==> src/rtl/interp_dual_ch.sv <==
`default_nettype none
// ============================================================================
//  Module      : interp_dual_ch
//  Description : Dual-channel linear interpolator for the TX sample path.
//                Upsamples paired signed samples by N = 2^LOG2_INTERP_LEN.
//                Produces one output pair per out_strobe tick. When input
//                runs dry, the block holds the last sample.
//  Ports       : clk, rstn (sync, active-low)
//                data_in0/1, data_in_valid, data_in_ready  - input handshake
//                out_strobe                                - output-rate tick
//                data_out0/1, data_out_valid, underrun     - registered outputs
//  Options     : INTERP_DUAL_CH_ROUND_EN - round-half-up output instead of
//                floor truncation.
//  Revision    : 1.0 - initial release
// ============================================================================
module interp_dual_ch #(
    parameter int DATA_WIDTH0     = 16,
    parameter int DATA_WIDTH1     = 16,
    parameter int LOG2_INTERP_LEN = 2
) (
    input  logic                          clk,
    input  logic                          rstn,
    input  logic signed [DATA_WIDTH0-1:0] data_in0,
    input  logic signed [DATA_WIDTH1-1:0] data_in1,
    input  logic                          data_in_valid,
    output logic                          data_in_ready,
    input  logic                          out_strobe,
    output logic signed [DATA_WIDTH0-1:0] data_out0,
    output logic signed [DATA_WIDTH1-1:0] data_out1,
    output logic                          data_out_valid,
    output logic                          underrun
);

    localparam int L   = LOG2_INTERP_LEN;
    localparam int DW0 = DATA_WIDTH0 + 1;
    localparam int DW1 = DATA_WIDTH1 + 1;
    localparam int AW0 = DATA_WIDTH0 + L + 1;
    localparam int AW1 = DATA_WIDTH1 + L + 1;
    localparam logic [L-1:0] K_LAST = {L{1'b1}};

`ifdef INTERP_DUAL_CH_ROUND_EN
    // Half an output LSB in accumulator units gives round-half-up.
    localparam logic signed [AW0-1:0] RND0 = AW0'(1) <<< (L - 1);
    localparam logic signed [AW1-1:0] RND1 = AW1'(1) <<< (L - 1);
`else
    localparam logic signed [AW0-1:0] RND0 = '0;
    localparam logic signed [AW1-1:0] RND1 = '0;
`endif

    typedef enum logic [1:0] {
        S_IDLE = 2'd0,
        S_FILL = 2'd1,
        S_RUN  = 2'd2
    } state_t;

    state_t state_q, state_d;

    logic signed [DATA_WIDTH0-1:0] c0_s0_q, c0_s0_d, c0_s1_q, c0_s1_d;
    logic signed [DATA_WIDTH0-1:0] c0_pend_q, c0_pend_d, c0_out_q, c0_out_d;
    logic signed [DW0-1:0]         c0_delta_q, c0_delta_d;
    logic signed [AW0-1:0]         c0_acc_q, c0_acc_d;

    logic signed [DATA_WIDTH1-1:0] c1_s0_q, c1_s0_d, c1_s1_q, c1_s1_d;
    logic signed [DATA_WIDTH1-1:0] c1_pend_q, c1_pend_d, c1_out_q, c1_out_d;
    logic signed [DW1-1:0]         c1_delta_q, c1_delta_d;
    logic signed [AW1-1:0]         c1_acc_q, c1_acc_d;

    logic         pend_vld_q, pend_vld_d;
    logic [L-1:0] k_q, k_d;
    logic         vld_q, vld_d;
    logic         unr_q, unr_d;

    // Ready depends on registers only, so there is no combinational
    // path from data_in_valid back to data_in_ready.
    assign data_in_ready = (state_q != S_RUN) | ~pend_vld_q;

    logic xfer;
    assign xfer = data_in_valid & data_in_ready;

    // Samples scaled into accumulator units (value * N).
    logic signed [AW0-1:0] c0_s0_acc, c0_s1_acc, c0_sum;
    logic signed [AW1-1:0] c1_s0_acc, c1_s1_acc, c1_sum;
    assign c0_s0_acc = AW0'(c0_s0_q) <<< L;
    assign c0_s1_acc = AW0'(c0_s1_q) <<< L;
    assign c1_s0_acc = AW1'(c1_s0_q) <<< L;
    assign c1_s1_acc = AW1'(c1_s1_q) <<< L;
    assign c0_sum    = c0_acc_q + RND0;
    assign c1_sum    = c1_acc_q + RND1;

    // Segment slopes, one bit wider than the samples so full-scale swings fit.
    logic signed [DW0-1:0] c0_fill_delta, c0_next_delta;
    logic signed [DW1-1:0] c1_fill_delta, c1_next_delta;
    assign c0_fill_delta = DW0'(data_in0)  - DW0'(c0_s0_q);
    assign c1_fill_delta = DW1'(data_in1)  - DW1'(c1_s0_q);
    assign c0_next_delta = DW0'(c0_pend_q) - DW0'(c0_s1_q);
    assign c1_next_delta = DW1'(c1_pend_q) - DW1'(c1_s1_q);

    always_comb begin
        state_d    = state_q;
        c0_s0_d    = c0_s0_q;
        c0_s1_d    = c0_s1_q;
        c0_pend_d  = c0_pend_q;
        c0_delta_d = c0_delta_q;
        c0_acc_d   = c0_acc_q;
        c0_out_d   = c0_out_q;
        c1_s0_d    = c1_s0_q;
        c1_s1_d    = c1_s1_q;
        c1_pend_d  = c1_pend_q;
        c1_delta_d = c1_delta_q;
        c1_acc_d   = c1_acc_q;
        c1_out_d   = c1_out_q;
        pend_vld_d = pend_vld_q;
        k_d        = k_q;
        vld_d      = 1'b0;
        unr_d      = 1'b0;

        case (state_q)
            S_IDLE: begin
                if (xfer) begin
                    c0_s0_d = data_in0;
                    c1_s0_d = data_in1;
                    state_d = S_FILL;
                end
            end
            S_FILL: begin
                if (xfer) begin
                    c0_s1_d    = data_in0;
                    c1_s1_d    = data_in1;
                    c0_acc_d   = c0_s0_acc;
                    c1_acc_d   = c1_s0_acc;
                    c0_delta_d = c0_fill_delta;
                    c1_delta_d = c1_fill_delta;
                    k_d        = '0;
                    state_d    = S_RUN;
                end
            end
            S_RUN: begin
                // Ready implies pend is empty, so a transfer never collides
                // with the segment end that drains pend.
                if (xfer) begin
                    c0_pend_d  = data_in0;
                    c1_pend_d  = data_in1;
                    pend_vld_d = 1'b1;
                end
                if (out_strobe) begin
                    vld_d    = 1'b1;
                    c0_out_d = DATA_WIDTH0'(c0_sum >>> L);
                    c1_out_d = DATA_WIDTH1'(c1_sum >>> L);
                    if (k_q == K_LAST) begin
                        k_d      = '0;
                        c0_s0_d  = c0_s1_q;
                        c1_s0_d  = c1_s1_q;
                        c0_acc_d = c0_s1_acc;
                        c1_acc_d = c1_s1_acc;
                        if (pend_vld_q) begin
                            c0_s1_d    = c0_pend_q;
                            c1_s1_d    = c1_pend_q;
                            c0_delta_d = c0_next_delta;
                            c1_delta_d = c1_next_delta;
                            pend_vld_d = 1'b0;
                        end else begin
                            // Flat segment: keep emitting the last sample.
                            c0_delta_d = '0;
                            c1_delta_d = '0;
                            unr_d      = 1'b1;
                        end
                    end else begin
                        c0_acc_d = c0_acc_q + AW0'(c0_delta_q);
                        c1_acc_d = c1_acc_q + AW1'(c1_delta_q);
                        k_d      = k_q + L'(1);
                    end
                end
            end
            default: state_d = S_IDLE;
        endcase
    end

    always_ff @(posedge clk) begin
        if (!rstn) begin
            state_q    <= S_IDLE;
            c0_s0_q    <= '0;
            c0_s1_q    <= '0;
            c0_pend_q  <= '0;
            c0_delta_q <= '0;
            c0_acc_q   <= '0;
            c0_out_q   <= '0;
            c1_s0_q    <= '0;
            c1_s1_q    <= '0;
            c1_pend_q  <= '0;
            c1_delta_q <= '0;
            c1_acc_q   <= '0;
            c1_out_q   <= '0;
            pend_vld_q <= 1'b0;
            k_q        <= '0;
            vld_q      <= 1'b0;
            unr_q      <= 1'b0;
        end else begin
            state_q    <= state_d;
            c0_s0_q    <= c0_s0_d;
            c0_s1_q    <= c0_s1_d;
            c0_pend_q  <= c0_pend_d;
            c0_delta_q <= c0_delta_d;
            c0_acc_q   <= c0_acc_d;
            c0_out_q   <= c0_out_d;
            c1_s0_q    <= c1_s0_d;
            c1_s1_q    <= c1_s1_d;
            c1_pend_q  <= c1_pend_d;
            c1_delta_q <= c1_delta_d;
            c1_acc_q   <= c1_acc_d;
            c1_out_q   <= c1_out_d;
            pend_vld_q <= pend_vld_d;
            k_q        <= k_d;
            vld_q      <= vld_d;
            unr_q      <= unr_d;
        end
    end

    assign data_out0      = c0_out_q;
    assign data_out1      = c1_out_q;
    assign data_out_valid = vld_q;
    assign underrun       = unr_q;

endmodule
`default_nettype wire

==> config.mk <==
export PLATFORM = sky130hd
export DESIGN_NAME = interp_dual_ch
export DESIGN_NICKNAME = d
export VERILOG_FILES = /design/src/rtl/interp_dual_ch.sv
export SDC_FILE = /design/constraint.sdc
export NUM_CORES = 1
export LEC_CHECK = 0
export CAP_MARGIN = 20
export CORE_MARGIN = 2
export CORE_UTILIZATION = 60
export CTS_CLUSTER_SIZE = 24
export DETAILED_ROUTE_END_ITERATION = 12
export PLACE_DENSITY_LB_ADDON = 0.2
export SYNTH_ARGS = -nofsm -noshare
export SYNTH_HDL_FRONTEND = slang
export SYNTH_SLANG_ARGS = --single-unit
==> constraint.sdc <==
create_clock -name clk -period 7.5 [get_ports clk]
set_clock_uncertainty 0.1 [all_clocks]
set_input_delay 0.75 -clock clk [delete_from_list [all_inputs] [get_ports clk]]
set_output_delay 0.75 -clock clk [all_outputs]
set_load 0.05 [all_outputs]
[After elaboration in Yosys (flattened, before gate mapping)]
Cells that the tools add are included.
Operators by class
  add/sub/neg operators: 7
  eq/ne operators: 9
  mux-type cells: 47
  bitwise operators: 4
  reduce and logical (&&, ||, !) cells: 12
Operators with widths (count)
  2-to-1 mux 16 bit: 12
  2-to-1 mux 17 bit: 8
  case mux 16 bit (2 select lines): 4
  2-to-1 mux 19 bit: 6
  case mux 19 bit (2 select lines): 2
  case mux 17 bit (2 select lines): 2
  subtractor 16 x 16 -> 17 bit: 4
  adder 19 x 17 -> 19 bit: 2
  inequality test 2 bit (second input constant): 6
  AND reduction 4 bit: 3
  2-to-1 mux 2 bit: 5
  2-to-1 mux 1 bit: 6
  case mux 2 bit (3 select lines): 1
  AND reduction 2 bit: 3
  AND reduction 3 bit: 2
  AND reduction 5 bit: 1
  equality test 2 bit (second input constant): 2
  case mux 2 bit (2 select lines): 1
  nonzero test 2 bit: 2
  adder 2 x 1 -> 2 bit (second input constant): 1
  equality test 2 x 1 -> 1 bit (second input constant): 1
  zero test 2 bit: 1
  NOT 1 bit: 2
  AND 1 bit: 1
  bitwise OR 1 bit: 1
Storage, ports and cells
  register bits: 207
  input port bits: 36
  output and inout bits: 35

[Longest topological paths before layout]
  depth in word-level cells: 7
  depth in mapped cells: 11
  gate-level depth less buffers: 11

[Least setup slack after synthesis]
OpenSTA, ideal clock, no wires.
  path type: input to register
  from: input data_in0[0]
  to: register c0_delta_q[14]
  library setup time: 0.122 ns
  data arrival time: 2.667 ns
  setup slack: 4.612 ns
  stages: 10
  buffers on the path: 0
  path through: inv_1 ha_1 fa_1 nor2b_1 nor3_1 o21ai_0 a22oi_2 o221ai_2 xor2_1 a221o_1
Between the ends
  longest elaborated chain between the ends: 3
RTL lines
  start, declared: RTL line 23  | input logic signed [DATA_WIDTH0-1:0] data_in0,
  subtractor 16 x 16 -> 17 bit: RTL line 93  | assign c0_fill_delta = DW0'(data_in0) - DW0'(c0_s0_q);
  2-to-1 mux 17 bit: RTL line 126  | if (xfer) begin
  case mux 17 bit (2 select lines): RTL line 117  | case (state_q)
  end signal, assigned: RTL line 202  | c0_delta_q <= c0_delta_d;
  end, declared: RTL line 60  | logic signed [DW0-1:0] c0_delta_q, c0_delta_d;
No other way between the ends. The select of a mux whose other input is x is not followed.
A chain may end at the register's enable or synchronous reset.

[Worst setup path in the final report]
  from: register state_q[1]
  to: output data_in_ready
Between the ends
  longest elaborated chain between the ends: 2
RTL lines
  start, declared: RTL line 56  | state_t state_q, state_d;
  start signal, assigned: RTL line 198  | state_q <= state_d;
  inequality test 2 bit: RTL line 75  | assign data_in_ready = (state_q != S_RUN) | ~pend_vld_q;
  bitwise OR 1 bit: RTL line 75
  end, declared: RTL line 26  | output logic data_in_ready,
No other way between the ends.

==> impl_metrics.ini <==
[cells_and_area]
syn2layout_area_growth_pct = 11.4
fillers = 1914
multiInputGateArea_um2 = 8600
drive_above_1_share_pct = 4.32
seqCellArea_um2 = 4100
antennaDiodeCount = 0
layout.nets = 1841

[drt]
wirelength_mm = 39.1
drtIter0Drc = 1314
via_count = 12600
vias_per_cell = 6.30
ant_nets = 0
dr.pass1.iters = 5
drc = 0
wl_per_cell_um = 19.6

[logic_synthesis]
synth_most_common_cell = nand2_1
yosys-top-cells-area = dfxtp_1 31%, ha_1 9.2%, nand2_1 7.7%
synthCells = 1691
synth_edf_count = 0
avgSynthCellArea_um2 = 7.93
synthFlopType = dfxtp_1
syn-num-nets = 1832
netlist_area_um2 = 13400
yosysTopAreaCell = dfxtp_1
yosysUniqueCellTypes = 78
synthTopCellsByCount = 276 x nand2_1, 205 x dfxtp_1, 152 x a21oi_1
synth_warnings = 0
synth_seq_cells = 205
async_flop_share_pct = 0
yosysSeqAreaShare_pct = 30.6
netlist.area_leader.share_pct = 30.6

[clock_network]
cts_sinks = 205
cts_resized = 0
clockBufferDepth = 3
clk_latency_ns = 0.52
cts_buffers = 23
cts_tree = done
post-cts-setup-buffer-count = 0
root_buffer = clkbuf_16
postCtsHoldBufs = 0
path_clk_slew_ns = 0.06
h-tree-depth = 1

[grt]
track_usage_pct = 32.4
grt_max_degree = 141
grt_pass1_wl_mm = 62.1
grt_pass1_vias = 11300
antenna_found_initial = 0
grt_overflow = 0

[sta]
setup_viol = 0
hold_viol_final = 0
rsz0062_at_grt = no
slew_headroom_pct = 32.8
worst_slew_pin_slew_ns = 1.01
hold-worst-slack_ns = 0.364
fin_crit_ns = 4.48
period_share_pct = 59.7
tns_ns = 0
finalMaxSlewViolations = 0
fmax_ghz = 0.223

[critical_path]
worstPathArrival_ns = 3.63
critPathKind = reg2out
cp_max_fo = 59
endpoint_kind = output port
cp.required_ns = 6.65
start_kind = flop

[power_and_ir_drop]
power.density_nw_per_um2 = 217
vdd_ir_drop_max_uv = 176
leakagePower_nw = 6.48

[floorplan]
io_pins = 71
die-area_um2 = 23600
core_area_um2 = 21900
start_util_pct = 61.2
die_h_um = 153
row_count = 54
die_w_um = 153

[placed_design]
numPortBuffers = 70
gp_congestion = 0.971
dpl.hpwl_mm = 27.6

[worst_hold_path]
hold_path.class = reg2reg

[status]
status = complete, no violations

[job]
drv_cap = 0
[sequential cells by signal (all words and copies together) (netlist names)]
name and count:
c0_pend_q 16, data_out1 16, c0_s0_q 16, c0_delta_q 17
data_out0 16, k_q 2, c0_s1_q 16, c1_acc_q 18
underrun 1, state_q 2, c1_delta_q 17, c1_s0_q 16
c0_acc_q 18, pend_vld_q 1, c1_s1_q 16, data_out_valid 1
c1_pend_q 16
[cells by family after synthesis]
group	Yosys count	share of synthesized area, %
DFF	205	30.6
and+or+nand+nor	534	18.1
muxes	11	0.831
buffers and inverters	185	5.37
xor gates and xnor gates	70	4.57
adders and majority gates	105	10.1
AOI/OAI and AO/OA	581	30.4
[cell type report]
class	count	share of cell area [%]
Multi-Input combinational cell	1301	57.6
Sequential cell	205	27.5
Timing Repair Buffer	85	5.46
Clock buffer	33	4.44
Tap cell	280	2.35
Inverter	84	2.11
Clock inverter	6	0.536
[cells in the final DEF (no fill, tap or decap), drive strengths merged, types with 7 or more instances in the layout]
cell / instances
buf: 16
o31ai: 10
a31oi: 17
a21o: 23
a211o: 9
ha: 99
o21bai: 7
nor2b: 9
inv: 84
and2: 41
nor3: 22
o211a: 74
o221ai: 11
a211oi: 12
nand2: 276
nor2: 81
and3: 16
dfxtp: 205
a21boi: 78
xnor2: 45
a32oi: 7
o21ai: 86
clkdlybuf4s50: 69
clkbuf: 33
xor2: 25
a221oi: 14
nand2b: 21
a21oi: 154
o21a: 10
o211ai: 30
nand3: 39
mux2i: 10
[final timing paths]
| path | start | end | slack [ns] | cells past startpoint |
|---|---|---|---|---|
| min | data_out1[14] | data_out1[14] | 0.36 | 2 |
| min reg2reg | data_out1[14] | data_out1[14] | 0.36 | 2 |
| max reg2reg | state_q[1] | c1_delta_q[13] | 3.62 | 7 |
| max | state_q[1] | data_in_ready | 3.02 | 4 |
[power breakdown]
group | switching (mW) | total (mW) | internal (mW) | leakage [nW]
logic | 0.511 | 0.859 | 0.348 | 4.44
registers | 0.0833 | 1.24 | 1.16 | 1.67
clock network | 0.461 | 1.14 | 0.677 | 0.369
total | 1.06 | 3.24 | 2.19 | 6.48
[layer usage]
layer / global-route usage (%) / routed length [um]
met5: 0 / 0
met4: 5.77 / 589
met3: 6.01 / 3940
met2: 46.5 / 15700
met1: 50.5 / 18800
[worst max-delay path: stages (launching register included)]
cell	delay, ns
dfxtp_1	0.51
and2b_4	0.72
and2_1	0.76
inv_1	0.31
clkdlybuf4s50_1	0.78
[per-stage QoR]
stage / instances / setup WS, ns / power (mW) / instance area, um^2 / util, %
after floorplan: 1691 / 4.61 / 1.86 / 13400 / -
after global placement: 1955 / 3.75 / 2.08 / 14200 / 64.8
final: 1994 / 3.02 / 3.24 / 14900 / 68.2
after detailed placement: 1955 / 3.66 / 2.09 / 14200 / 64.8
after global routing: 1994 / 2.91 / 3.38 / 14900 / 68.2
after CTS: 1994 / 3.10 / 3.22 / 14900 / 68.2
No activity file was read; power rests on OpenSTA's default activity.
